`src/rtl/example_unit.sv`:
```
// example_unit: registered unsigned add/subtract/compare/max-min leaf stage.
// Latency 1 cycle, one result per cycle; no backpressure, so every out_valid pulse must be consumed.
// Ports: clk/rst (async active-high); in_valid, a, b in; out_valid, c=a+b, diff=a-b,
//        a_gt_b/a_eq_b/a_lt_b, max_ab, min_ab out -- all driven straight from flops.
module example_unit #(
  parameter int W = 8
) (
  input  logic         clk,
  input  logic         rst,
  input  logic         in_valid,
  input  logic [W-1:0] a,
  input  logic [W-1:0] b,
  output logic         out_valid,
  output logic [W:0]   c,
  output logic [W:0]   diff,
  output logic         a_gt_b,
  output logic         a_eq_b,
  output logic         a_lt_b,
  output logic [W-1:0] max_ab,
  output logic [W-1:0] min_ab
);

  logic         out_valid_q, out_valid_d;
  logic [W:0]   c_q, c_d;
  logic [W:0]   diff_q, diff_d;
  logic         a_gt_b_q, a_gt_b_d;
  logic         a_eq_b_q, a_eq_b_d;
  logic         a_lt_b_q, a_lt_b_d;
  logic [W-1:0] max_ab_q, max_ab_d;
  logic [W-1:0] min_ab_q, min_ab_d;

  logic [W:0]   a_ext;
  logic [W:0]   b_ext;
  logic [W:0]   sub;

  assign a_ext = {1'b0, a};
  assign b_ext = {1'b0, b};
  // With zero-extended operands the MSB of the (W+1)-bit difference is the
  // borrow, so it doubles as the a<b flag.
  assign sub   = a_ext - b_ext;

  always_comb begin
    out_valid_d = in_valid;
    // Data outputs hold while idle; the hold mux also keeps unknown operands
    // presented with in_valid low from reaching the flops.
    c_d      = c_q;
    diff_d   = diff_q;
    a_gt_b_d = a_gt_b_q;
    a_eq_b_d = a_eq_b_q;
    a_lt_b_d = a_lt_b_q;
    max_ab_d = max_ab_q;
    min_ab_d = min_ab_q;
    if (in_valid) begin
      c_d      = a_ext + b_ext;
      diff_d   = sub;
      a_lt_b_d = sub[W];
      a_eq_b_d = (a == b);
      a_gt_b_d = !sub[W] && (a != b);
      max_ab_d = sub[W] ? b : a;
      min_ab_d = sub[W] ? a : b;
    end
  end

  // Reset values correspond to a=b=0, hence a_eq_b resets to 1.
  always_ff @(posedge clk or posedge rst) begin
    if (rst) begin
      out_valid_q <= 1'b0;
      c_q         <= '0;
      diff_q      <= '0;
      a_gt_b_q    <= 1'b0;
      a_eq_b_q    <= 1'b1;
      a_lt_b_q    <= 1'b0;
      max_ab_q    <= '0;
      min_ab_q    <= '0;
    end else begin
      out_valid_q <= out_valid_d;
      c_q         <= c_d;
      diff_q      <= diff_d;
      a_gt_b_q    <= a_gt_b_d;
      a_eq_b_q    <= a_eq_b_d;
      a_lt_b_q    <= a_lt_b_d;
      max_ab_q    <= max_ab_d;
      min_ab_q    <= min_ab_d;
    end
  end

  assign out_valid = out_valid_q;
  assign c         = c_q;
  assign diff      = diff_q;
  assign a_gt_b    = a_gt_b_q;
  assign a_eq_b    = a_eq_b_q;
  assign a_lt_b    = a_lt_b_q;
  assign max_ab    = max_ab_q;
  assign min_ab    = min_ab_q;

endmodule

```
`config.mk`:
```
export PLATFORM = sky130hd
export DESIGN_NAME = example_unit
export DESIGN_NICKNAME = d
export VERILOG_FILES = /design/src/rtl/example_unit.sv
export SDC_FILE = /design/constraint.sdc
export NUM_CORES = 1
export LEC_CHECK = 0
export ABC_AREA = 1
export CAP_MARGIN = 20
export CORE_MARGIN = 2
export CORE_UTILIZATION = 42
export DETAILED_ROUTE_END_ITERATION = 10
export PLACE_DENSITY_LB_ADDON = 0.12
export SYNTH_ARGS = -nofsm -noshare
export SYNTH_HDL_FRONTEND = slang
export SYNTH_SLANG_ARGS = --single-unit
```
`constraint.sdc`:
```
create_clock -name clk -period 1.15 [get_ports clk]
set_clock_uncertainty 0.1 [all_clocks]
set_input_delay 0.345 -clock clk [delete_from_list [all_inputs] [get_ports clk]]
set_output_delay 0.345 -clock clk [all_outputs]
set_load 0.005 [all_outputs]
```
### After elaboration in Yosys (flattened, before gate mapping)

Cells that the tools add are included.

| operators by class | value |
|---|---|
| reductions and logical operators | 2 |
| muxes and demuxes | 2 |
| equality and inequality tests | 2 |
| $add $sub $neg | 2 |

Operators with widths:

| operator | count |
|---|---|
| 8-bit 2-to-1 mux | 2 |
| 8-bit by 8-bit adder with 9-bit output | 1 |
| 8-bit by 8-bit subtractor with 9-bit output | 1 |
| 8-bit == test | 1 |
| 8-bit != test | 1 |
| 1-bit logical AND | 1 |
| 1-bit zero test | 1 |

| word-level totals | value |
|---|---|
| word-level logic and storage cells | 16 |
| bits in registers | 38 |

### Depth between registers and ports, before layout

Gate-level depths: netlist (run 1).

| depth | value |
|---|---|
| word-level depth | 3 |
| mapped depth | 12 |
| depth with buffers taken out | 11 |

### Worst setup path after synthesis (run 1)

No wires, ideal clock.

| timing path | value |
|---|---|
| path kind | input port to flip-flop |
| start | in a[0] |
| end | reg min_ab_q[1] (netlist: min_ab[1]) |
| buffers on the path | 1 |
| setup slack | -0.835 ns |
| arrival time | 1.768 ns |
| stages on the path | 12 |
| data required time | 0.933 ns |
| cell sequence | inv_1 -> ha_1 -> fa_1 -> inv_1 -> nand2_2 -> a21oi_4 -> nand2_2 -> nand2_4 -> buf_12 -> nand2_2 -> nand3_2 -> nand2_1 |

| on the way | value |
|---|---|
| cells in the longest elaborated chain, start to end | 2 |

Ends and longest elaborated chain:

| item | RTL line | RTL |
|---|---|---|
| start, declared | 11 | `input logic [W-1:0] a,` |
| 8-bit by 8-bit subtractor with 9-bit output | 40 | `assign sub = a_ext - b_ext;` |
| 8-bit 2-to-1 mux | 60 | `min_ab_d = sub[W] ? a : b;` |
| end signal, assigned | 83 | `min_ab_q <= min_ab_d;` |
| end, declared | 30 | `logic [W-1:0] min_ab_q, min_ab_d;` |

Every way passes these cells.
A chain may end at the register's enable or synchronous reset.

### Worst setup path after layout (run 1)

| timing path | value |
|---|---|
| start | in a[0] |
| end | reg max_ab_q[2] (netlist: max_ab[2]) |

| on the way | value |
|---|---|
| cells in the longest elaborated chain, start to end | 2 |

Ends and longest elaborated chain:

| item | RTL line | RTL |
|---|---|---|
| 8-bit by 8-bit subtractor with 9-bit output | 40 |  |
| 8-bit 2-to-1 mux | 59 | `max_ab_d = sub[W] ? b : a;` |
| end signal, assigned | 82 | `max_ab_q <= max_ab_d;` |
| end, declared | 29 | `logic [W-1:0] max_ab_q, max_ab_d;` |

Every way passes these cells.

==> run summary, run 1 <==
Run status: finished with violations
Failing checks: negative setup slack
RR Startpoint: min_ab[0]
First-pass GRT wire length: 12.2 mm
Mapped Area: 2410 um^2
Die width: 79.7 um
Post-synthesis adder-cell area fraction: 0.0998
CTS Buf Count: 5
WP data required: 1230 ps
Fin crit share: 1.52
Routed Antenna Nets: 0
Max-cap violation count: 0
Top cell type's share of synthesized area: 0.364
Static leakage: 2.27 nW
DRC marker count from the first detailed-route iteration: 112
RSZ-0062 raised after global routing: true
Drt pass-1 iters: 4
Simple-gate share of the synthesized area: 0.353
Port Buffers: 56
Final setup violating endpoints: 71
Worst Setup EP: max_ab[2]
Clock buffer depth: 2
Hold_ws: 299 ps
Slew @ Worst Pin: 318 ps
WL/cell: 15.5 um
TritonCTS Sinks: 36
Tot GR Track Use: 0.249
Max-slew violations: 0
Final Hold Fails: 0
Post-synth EDFFs: 0
Crit. End Element: flop
# rows: 27
Maximum vdd drop: 0.738 mV
Flops & latches, synth: 36
Worst hold path type: input port to flop
Total negative slack: -18,650 ps
Die Area: 6350 um^2
Nets: 503
Pin count of the biggest net entering global routing: 30
Ports: 57
DP Area: 3600 um^2
Cells after synthesis: 319
Post-synthesis mux area share: 0
DP Worst Slack: -1410 ps
GR Overflow Total: 0
Clk Latency, worst-skew pair: 290 ps
Crit. Startpoint: a[0]
Fin crit period: 1750 ps
Synth Area in XOR/XNOR: 0.0146
Synth cell types: 27
Post-detailed-routing wire length: 8.36 mm
Hold_buf cts: 0
R2R setup slack: 70 ps
Yosys warning count: 0
Initial antenna violation count: 0
Crit start category: input port
Most common cell in the netlist: nand2_1
Fraction of registers with async set/reset: 1.00
Vias in the first global route: 2,670
CP Data Arrival Time: 1830 ps
Root Buffer: clkbuf_8
Maximum fanout along the worst path: 4
CP Class: input port to flop
R2R Path End: min_ab[0]
Avg Cell Area, Syn: 7.55 um^2
Register area share after synthesis: 0.375
Starting Density: 0.437
PD cells: 1050 nW/um^2
Primary FF master, synth: dfrtp_1
# H-tree levels: 2
Share of layout cells above drive strength 1: 0.576
Placer Congestion: 0.823
Synth area leaders: dfrtp_1 36%, nand2_1 17%, ha_1 8.3%, nand3_1 7.9%, inv_1 5.9%
Slew headroom: 0.788
# DRC: 0
HPWL Detailed: 4.61 mm
Die span in y: 79.7 um
Post-Syn Nets: 356
Finished layout cell area: 4310 um^2
Via/cell ratio: 5.03
Antenna Cells: 0
Worst reg2reg path depth: 5
CTS tree: built
Leading cell types by count after synthesis: 106 x nand2_1, 38 x inv_1, 38 x nand3_1
Leading area contributor after synthesis: dfrtp_1
Largest family of logic cells by synthesized area: simple AND/OR/NAND/NOR gates
Synth Area in Compound Gates: 0.0509
PnR worst setup slack: -602 ps
Max frequency: 571 MHz
Reg clk slew, reported paths: 70 ps
Core area: 5510 um^2
Area delta synth->final: 78.9%
Via count: 2,713
## timing repair
action | CTS | global route
resized for setup | 305 | 46
buffers inserted | 19 | 26
gates cloned | 4 | 0
setup endpoints to repair | 73 | 72
pin swaps | 42 | 46
## critical path: stages
cell     delay [ps]
buf_12           90
inv_12           30
ha_4            150
fa_2            340
inv_2            80
nand2_4          60
a21oi_4         180
nand2_4         110
buf_12          170
nand2_8          80
nand2_2          60
nand3_2          60
nand2_1          60
## power by group
group / internal [W] / leakage, nW / switching, W / total, W
Sequential: 0.00145 / 0.431 / 0.0000902 / 0.00154
Clock: 0.000489 / 0.0455 / 0.000460 / 0.000949
Combinational: 0.00106 / 1.79 / 0.000985 / 0.00204
Total: 0.00299 / 2.27 / 0.00154 / 0.00453
## per-stage QoR
| stage | power (W) | util | cells |
|---|---|---|---|
| 3_5_place_dp | 0.00316 | 0.654 | 485 |
| 5_1_grt | 0.00479 | 0.782 | 539 |
| 6_report | 0.00453 | 0.782 | 539 |
| 2_1_floorplan | 0.00234 | - | 319 |
| 4_1_cts | 0.00420 | 0.722 | 515 |
| 3_3_place_gp | 0.00313 | 0.654 | 485 |
## state kept, by name, indices dropped and copies added (netlist names)
register	count
out_valid	1
max_ab	8
diff	8
min_ab	8
c	9
a_eq_b	1
a_gt_b	1
## how the worst min path moves through the flow
stage,slack [ps],from,cells after the start,endpoint
floorplan,200,rst,1,a_gt_b
global placement,360,c[7],2,c[7]
finish,300,b[0],3,c[0]
CTS,270,b[0],3,c[0]
detailed placement,360,c[7],2,c[7]
global route,320,b[0],3,c[0]
## cell families after synthesis
logic type	Yosys count
XOR/XNOR	4
adder cells (fa/ha/maj)	18
AO/OA/AOI/OAI	20
flip-flops	36
buffers and inverters	55
AND/OR/NAND/NOR	186
## cell usage in the layout, fill, tap and decap left out, types with 9 or more instances in the layout
cell     count
nand3_2     21
inv_1       20
nand2_4     15
nand3_1     24
buf_4       73
buf_6       23
nand2_2     20
dfrtp_1     35
ha_4         9
inv_2        9
buf_2       38
nand2_1     85
## area by class of cell
cell class / count / area [um^2]
Multi-Input combinational cell: 231 / 1720
Timing Repair Buffer: 152 / 1310
Fill cell: 361 / 1200
Sequential cell: 36 / 902
Inverter: 40 / 195
Clock buffer: 8 / 90.1
Tap cell: 72 / 90.1
## metal layers
layer	global-route usage	vias up	wire length (um)
li1	-	1285	-
met1	0.301	1313	3250
met2	0.437	94	4480
met3	0.0396	21	427
met4	0.109	0	210
met5	0	-	0
(Power assumes the default switching activity.)
==> inputs of run 2 (changes only) <==
GPL_TIMING_DRIVEN = 0   (was default)
PLACE_DENSITY = 0.71   (was default)
PLACE_DENSITY_LB_ADDON = default   (was 0.12)
==> run 2 against run 1 <==
  * The run still ends with negative setup slack left
  * Via count decreased by 4.5%
  * Clock power is 5% higher
  * Final area fell by 4.7%
  * Global-route usage decreased by 1.0 points
  * Critical path depth stayed put
  * Die area unchanged
  * Worst hold slack worse by 78 ps
  * Combinational power down 3%
  * Total power fell by 0.35%
  * Non-clock buffer count decreased by 20
  * Critical path type unchanged
==> run summary, run 2 (synthesis gave the netlist of run 1 again) <==
Static leakage: 2.14 nW (-5.5%)
CTS Buf Count: 5 (unchanged)
Largest register FFs: 9 (unchanged)
Port Buffers: 56 (unchanged)
Root Buffer: clkbuf_8
Die span in y: 79.7 um (unchanged)
Hold_buf cts: 0 (unchanged)
Cells after DPL: 447 (-7.8%)
Final setup violating endpoints: 71 (unchanged)
Clk Latency, worst-skew pair: 290 ps (about the same)
Max-slew violations: 0 (unchanged)
Commonest non-fill, non-tap cell in the layout: nand2_1
Vias in the first global route: 2,405 (-9.9%)
RSZ-0062 raised after global routing: true
Share of layout cells above drive strength 1: 0.555 (-0.0210)
WP data required: 1240 ps (about the same)
Placer Congestion: 0.866 (+5.2%)
Failing checks: negative setup slack
# H-tree levels: 2 (unchanged)
Commonest non-fill, non-tap cells in the layout: 82 x nand2_1, 54 x buf_4, 41 x buf_2
Clock buffer depth: 2 (unchanged)
Drt pass-1 iters: 4 (unchanged)
First-pass GRT wire length: 11.5 mm (-5.8%)
DRC marker count from the first detailed-route iteration: 93 (-17%)
Tot GR Track Use: 0.239 (-0.0103)
GR Overflow Total: 0 (unchanged)
Initial antenna violation count: 0 (unchanged)
Nets: 481 (-4.4%)
Post-detailed-routing wire length: 8.22 mm (-1.7%)
CP Class: input port to flop
Worst hold path type: input port to flop
# rows: 27 (unchanged)
Buf/Inv on CP: 4 (unchanged)
DP Worst Slack: -1610 ps (-195 ps)
Slew @ Worst Pin: 464 ps (+145 ps)
Hold_ws: 221 ps (-78.1 ps)
Die width: 79.7 um (unchanged)
Max-cap violation count: 0 (unchanged)
Fin crit share: 1.58 (+0.0572)
Antenna Cells: 0 (unchanged)
HPWL Detailed: 4.47 mm (-3.1%)
TritonCTS Sinks: 36 (unchanged)
Reg clk slew, reported paths: 70 ps (about the same)
Maximum vdd drop: 0.643 mV (-13%)
Via count: 2,590 (-4.5%)
PD cells: 1100 nW/um^2 (+4.6%)
Slowest stage delay, CP: 370 ps (+30 ps)
Final Hold Fails: 0 (unchanged)
Starting Density: 0.437 (unchanged)
Fin crit period: 1820 ps (+65.8 ps)
Area delta synth->final: 70.5%
Crit path max-delay family: adder cells
Slew headroom: 0.690 (-0.0976)
Total negative slack: -19,720 ps (-1080 ps)
Pin count of the biggest net entering global routing: 37 (+23%)
Via/cell ratio: 5.01 (-0.47%)
Core area: 5510 um^2 (unchanged)
Final core utilization: 0.745 (-0.0368)
WL/cell: 15.9 um (+2.4%)
CP Data Arrival Time: 1910 ps (+80 ps)
Final std cells w/o fill: 517 (-4.1%)
Maximum fanout along the worst path: 5 (+1)
# DRC: 0 (unchanged)
Routed Antenna Nets: 0 (unchanged)
Die Area: 6350 um^2 (unchanged)
Max frequency: 550 MHz (-3.6%)
PnR worst setup slack: -668 ps (-65.8 ps)
CTS tree: built
Run status: finished with violations
Crit start category: input port
Worst path cell trace: buf_12, inv_12, ha_4, fa_2, inv_2, nand2_4, a21oi_4, nand2_4, nand2_8, buf_4, nand2_1, nand3_1, nand2_1
Ports: 57 (unchanged)
Crit. End Element: flop
CP max stage cell: fa_2
-- run 2: layer usage --
metal / global-route usage / vias to the layer above / share of wire / wire (um)
met5: 0 / - / 0 / 0
met4: 0.0948 / 0 / 0.025 / 208
met3: 0.0464 / 20 / 0.053 / 432
met2: 0.400 / 87 / 0.52 / 4240
met1: 0.303 / 1246 / 0.41 / 3330
li1: - / 1237 / - / -
-- run 2: worst paths after layout --
kind	start	endpoint	slack [ps]	cells after the start
max	a[0]	max_ab[4]	-670	13
min	in_valid	out_valid	220	1
max reg2reg	diff[8]	diff[8]	70	5
min reg2reg	min_ab[5]	min_ab[5]	370	2
max in group asynchronous	rst	a_eq_b	130	2
min in group asynchronous	rst	diff[6]	490	2
-- run 2: per-stage QoR --
step                power (W)  cell area, um^2
detailed placement    0.00298             3260
global placement      0.00296             3260
global route          0.00477             4100
floorplan             0.00234             2610
CTS                   0.00422             3740
finish                0.00451             4100
-- run 2: timing repair --
item | in CTS | in global routing
cloned | 2 | 1
pin swaps | 33 | 50
endpoints found under the setup margin | 73 | 107
gates resized for setup | 299 | 61
buffers inserted | 45 | 22
-- run 2: layout make-up --
cell class                      count  area [um^2]
Multi-Input combinational cell    228         1710
Fill cell                         384         1400
Timing Repair Buffer              122          975
Sequential cell                    36          902
Inverter                           40          201
Buffer                             10          123
Clock buffer                        8          100
Tap cell                           72         90.1
Timing Repair inverter              1         7.51
-- run 2: power breakdown --
| group | switching [W] | internal (W) | leakage, nW |
|---|---|---|---|
| combinational | 0.000977 | 0.000999 | 1.66 |
| clock | 0.000454 | 0.000547 | 0.0515 |
| sequential | 0.0000870 | 0.00145 | 0.431 |
| total | 0.00152 | 0.00300 | 2.14 |
